[config.mk]
export PLATFORM = sky130hd
export DESIGN_NAME = mem_access_ctrl
export DESIGN_NICKNAME = d
export VERILOG_FILES = /design/src/rtl/mem_access_ctrl.sv
export SDC_FILE = /design/constraint.sdc
export NUM_CORES = 1
export LEC_CHECK = 0
export CORE_MARGIN = 1
export CORE_UTILIZATION = 30
export CTS_CLUSTER_SIZE = 16
export DETAILED_ROUTE_END_ITERATION = 12
export PLACE_DENSITY = 0.59
export SLEW_MARGIN = 25
export SYNTH_ARGS = -nofsm -noshare
export SYNTH_HDL_FRONTEND = slang
export SYNTH_SLANG_ARGS = --single-unit
[constraint.sdc]
create_clock -name clk -period 10 [get_ports clk]
set_clock_uncertainty 0.2 [all_clocks]
set_input_delay 2.5 -clock clk [delete_from_list [all_inputs] [get_ports clk]]
set_output_delay 2.5 -clock clk [all_outputs]
set_load 0.02 [all_outputs]
[src/rtl/mem_access_ctrl.sv]
// Multi-cycle memory access controller: one handshaked bus transfer per request,
// with lane steering, byte enables and load extension. Optional macro: MISALIGN_TRAP_EN.
module mem_access_ctrl #(
  parameter int REG_LEN = 32,
  parameter int TIMEOUT = 255
) (
  input  logic               clk,
  input  logic               rst,
  input  logic               start,
  input  logic               we,
  input  logic [1:0]         size,
  input  logic               uns,
  input  logic [REG_LEN-1:0] addr,
  input  logic [REG_LEN-1:0] wdata,
  output logic [REG_LEN-1:0] rdata,
  output logic               done,
  output logic               busy,
  output logic               err,
  output logic [REG_LEN-1:0] bus_addr,
  output logic [REG_LEN-1:0] bus_wdata,
  output logic [3:0]         bus_be,
  output logic               bus_we,
  output logic               bus_req,
  input  logic               bus_ack,
  input  logic [REG_LEN-1:0] bus_rdata
);

  typedef enum logic [1:0] {IDLE, REQ, DONE} state_t;

  localparam logic [7:0] TO_LAST = 8'(TIMEOUT - 1);

  state_t             state, state_nxt;
  logic               we_p0, uns_p0, err_p0, trap_in;
  logic [1:0]         size_p0, size_n;
  logic [REG_LEN-1:0] addr_p0, wdata_p0;
  logic [7:0]         cnt;

  function automatic logic [REG_LEN-1:0] align_addr(input logic [REG_LEN-1:0] a,
                                                    input logic [1:0] sz);
    case (sz)
      2'b01:   align_addr = {a[REG_LEN-1:1], 1'b0};
      2'b10:   align_addr = {a[REG_LEN-1:2], 2'b00};
      default: align_addr = a;
    endcase
  endfunction

  function automatic logic [3:0] byte_en(input logic [1:0] a, input logic [1:0] sz);
    case (sz)
      2'b00:   byte_en = 4'b0001 << a;
      2'b01:   byte_en = 4'b0011 << {a[1], 1'b0};
      default: byte_en = 4'b1111;
    endcase
  endfunction

  function automatic logic [REG_LEN-1:0] lane_wdata(input logic [REG_LEN-1:0] w,
                                                    input logic [1:0] sz);
    case (sz)
      2'b00:   lane_wdata = {(REG_LEN/8){w[7:0]}};
      2'b01:   lane_wdata = {(REG_LEN/16){w[15:0]}};
      default: lane_wdata = w;
    endcase
  endfunction

  function automatic logic [REG_LEN-1:0] load_ext(input logic [REG_LEN-1:0] word,
                                                  input logic [1:0] a,
                                                  input logic [1:0] sz,
                                                  input logic u);
    logic [REG_LEN-1:0] lane;
    lane = word >> {a, 3'b000};
    case (sz)
      2'b00:   load_ext = {{(REG_LEN-8){~u & lane[7]}}, lane[7:0]};
      2'b01:   load_ext = {{(REG_LEN-16){~u & lane[15]}}, lane[15:0]};
      default: load_ext = lane;
    endcase
  endfunction

  // Size 11 behaves exactly like a word access everywhere downstream.
  assign size_n = (size == 2'b11) ? 2'b10 : size;

`ifdef MISALIGN_TRAP_EN
  assign trap_in = ((size_n == 2'b01) && addr[0]) ||
                   ((size_n == 2'b10) && (addr[1:0] != 2'b00));
`else
  assign trap_in = 1'b0;
`endif

  // Stage p0: request capture in IDLE (data registers carry no reset)
  always_ff @(posedge clk) begin
    if (state == IDLE && start) begin
      we_p0    <= we;
      size_p0  <= size_n;
      uns_p0   <= uns;
      addr_p0  <= align_addr(addr, size_n);
      wdata_p0 <= wdata;
    end
  end

  always_ff @(posedge clk) begin
    if (rst) begin
      state <= IDLE;
      cnt   <= '0;
      err_p0 <= 1'b0;
      rdata <= '0;
    end else begin
      state <= state_nxt;
      if (state == REQ && !bus_ack) cnt <= cnt + 8'd1;
      else                          cnt <= '0;
      if (state == IDLE && start)   err_p0 <= trap_in;
      else if (state == REQ)        err_p0 <= !bus_ack && (cnt == TO_LAST);
      if (state == REQ && bus_ack && !we_p0)
        rdata <= load_ext(bus_rdata, addr_p0[1:0], size_p0, uns_p0);
    end
  end

  always_comb begin
    state_nxt = state;
    case (state)
      IDLE: if (start) state_nxt = trap_in ? DONE : REQ;
      REQ:  if (bus_ack || cnt == TO_LAST) state_nxt = DONE;
      DONE: state_nxt = IDLE;
      default: state_nxt = IDLE;
    endcase
  end

  // Bus side is only driven while a transfer is outstanding.
  assign bus_req   = (state == REQ);
  assign bus_we    = bus_req && we_p0;
  assign bus_addr  = bus_req ? {addr_p0[REG_LEN-1:2], 2'b00} : '0;
  assign bus_be    = bus_req ? byte_en(addr_p0[1:0], size_p0) : 4'b0000;
  assign bus_wdata = bus_req ? lane_wdata(wdata_p0, size_p0) : '0;
  assign done      = (state == DONE);
  assign busy      = (state != IDLE);
  assign err       = done && err_p0;

endmodule

==> impl_results.md <==
- RSZ-0062 raised after global routing: false
- First-pass GRT wire length: around 24000 microns
- N_diodes: 0
- Rel. slew slack: between 30% and 40%
- Vias in the first global route: roughly 4300
- Post-Synthesis Cell Area: approximately 5000 sq um
- Placeable Area: 16100 sq um
- Power Dens Cells: 148 nW/um^2
- Tcrit/Tclk final: a little under three fifths
- Largest net degree at the start of global routing: 70
- Initial DRC count: 234
- Worst hold slack: 0.260 ns
- Average routed wire per standard cell: around 18 microns
- Seq/Total Area, Yosys: approximately 58%
- Antenna Nets Post-Route: 0
- Worst R2R Path Depth: 5
- Yosys reg bits: roughly 110
- Final setup viols: 0
- FF-to-FF setup slack: about 7.2 ns
- Max-slew violations: 0
- Worst-path fanout max: 19
- Leading area contributor after synthesis: edfxtp_1
- Clock Path Buffers: 2
- Yosys cell types: 42
- Total CTS buffers: 9
- RR Startpoint: size_p0[1]$_DFFE_PP_
- Hold Startpoint: cnt[0]$_SDFF_PP0_
- Worst Hold Depth: 1
- Post-CTS Hold Buffers: 0
- Congestion Overflow GR: 0
- Layout cells sized above 1: just under 8%
- Tot GR Track Use: 18.0%
- Die height: 131 microns
- Vias: between 4000 and 5000
- Tmin final: between 5 and 6 ns
- Max-Cap Viols: 0
- DRC Markers: 0
- Mean Syn Cell Area: between 10 and 15 sq um
- Worst-path clk slew: approximately 0.080 ns
- Leakage Power: between 0.002 and 0.003 uW
- CP Capture Type: primary output
- Reg-to-reg critical path endpoint: rdata[26]$_SDFFE_PP0P_
- Status: complete, no violations
- Final GP Congestion: roughly 0.85
- DIE WIDTH: between 100 and 150 microns
- Root Buffer: clkbuf_16
- Worst-skew pair later-pin latency: 0.35 ns
- TritonCTS clock tree: done
- Post-Route Utilization: a little under half
- # rows: 46
- Largest cells by area after synthesis: edfxtp_1, dfxtp_1, a21oi_1, and2_1, mux2i_1
- Vias per cell: approximately 4.8
- DP Wirelength: roughly 11000 microns
- Yosys Warn Count: 0
- Clock Sinks: approximately 110
- Routed WL: ~15000 microns
- Die area: 17200 sq um
- Top Ports: 209
- Hold Path End: cnt[0]$_SDFF_PP0_
- Post-route setup TNS: 0 ns
- P&R area growth vs syn: 51.1%
- Most common cell after layout, fill and taps aside: clkdlybuf4s50_1
- H-tree depth: 3
- Starting Density: 31.2%
- Hold Fails Final Rpt: 0
- HP Class: flip-flop to flip-flop
- Worst ir drop on vdd: about 0.08 mV
- WP data required: between 7 and 8 ns
- Slew @ Worst Pin: a little over 0.9 ns
- Layout Nets: ~750
- Synth top area share: between 40% and 50%
- Commonest cells after routing, fill and taps aside: clkdlybuf4s50_1, edfxtp_1, nor2_1, a21oi_1, dfxtp_1
- Router iterations before antenna repair: 4
- Initial antenna violation count: 1
- Cts repair resizes: 0
- Post-Syn Instances: 453
- WS Path Type: flip-flop to primary output
- Port bufs: roughly 200
- Crit path launch type: flip-flop
- Post-CTS setup buffer count: 0
- CP arrival: 2.84 ns
- Peak Freq: roughly 0.18 GHz
-- power by group --
group	switching [uW]	leakage [uW]	internal, uW	total [uW]
logic	109	0.00152	107	215
clock network	178	0.000140	198	376
registers	14.5	0.00100	515	529
total	302	0.00266	819	1120
-- Yosys cell counts, drive strengths merged --
cell and n:
nand3 4, a211oi 16, a22o 8, nand3b 2
edfxtp 68, ha 2, inv 5, mux4 2
buf 22, nand2b 1, xnor2 1, o211ai 9
or2 2, nor2 55, nor3b 2, nor3 3
mux2 15, conb 1, nor4 1, clkbuf 12
o21ai 12, mux2i 25, nor2b 6, or3 3
o32ai 1, nand2 33, xor2 3, and2 40
dfxtp 43, a21oi 54, nand4 1, and3 1
-- metal layers --
| metal | track usage [%] | share of wire (%) | vias to the layer above |
|---|---|---|---|
| met1 | 22.2 | 42 | 1967 |
| met2 | 28.4 | 46 | 202 |
| met5 | 0 | 0 | - |
| li1 | - | - | 1993 |
| met4 | 6.86 | 1.7 | 0 |
| met3 | 6.60 | 9.9 | 19 |
-- final cells by class --
| type | instances | area [sq um] |
|---|---|---|
| clock buffers | 9 | 225 |
| clock inverters | 7 | 81.3 |
| fillers | 1451 | 8500 |
| inverters | 5 | 18.8 |
| multi-input cells | 304 | 1920 |
| flip-flops and latches | 111 | 2900 |
| well taps | 216 | 270 |
| repair buffers | 214 | 2140 |
-- logic make-up after synthesis --
logic type                 synth area share (%)
and+or+nand+nor                            15.2
DFF                                        58.0
AOI/OAI and AO/OA                          12.4
muxes                                      9.28
buffers and inverters                      3.80
xor gates and xnor gates                  0.700
adders and majority gates                 0.500
other                                    0.0750
-- flip-flops by register name (all words and copies together), names as in the netlist --
signal / cells
err_p0: 1
rdata: 32
size_p0: 2
addr_p0: 32
we_p0: 1
uns_p0: 1
cnt: 8
wdata_p0: 32
state: 2
-- per-stage QoR --
stage                     power, uW  instances  setup WS (ns)  cell area (sq um)
final                          1120        866           4.46               7560
after floorplan                 644        454           3.90               5010
after global placement          753        848           4.75               7220
after CTS                      1130        864           4.24               7530
after detailed placement        755        848           4.66               7220
after global routing           1170        866           4.28               7560
-- worst max-delay path, cell delays in order (launching register included) --
cell	delay (ns)
edfxtp_1	0.60
buf_8	0.25
nor2_2	0.70
nand2_1	0.14
a21oi_1	0.17
clkdlybuf4s50_1	0.62
-- how the worst max path moves through the flow --
stage                         start                   end  cells past startpoint
6_report       size_p0[1]$_DFFE_PP_          bus_wdata[8]                      5
5_1_grt        size_p0[1]$_DFFE_PP_         bus_wdata[14]                      5
4_1_cts        size_p0[1]$_DFFE_PP_          bus_wdata[8]                      4
3_5_place_dp   size_p0[1]$_DFFE_PP_          bus_wdata[8]                      4
3_3_place_gp   size_p0[1]$_DFFE_PP_         bus_wdata[11]                      4
2_1_floorplan                 start  addr_p0[0]$_DFFE_PP_                      2
Power figures use the tool's default switching activity.
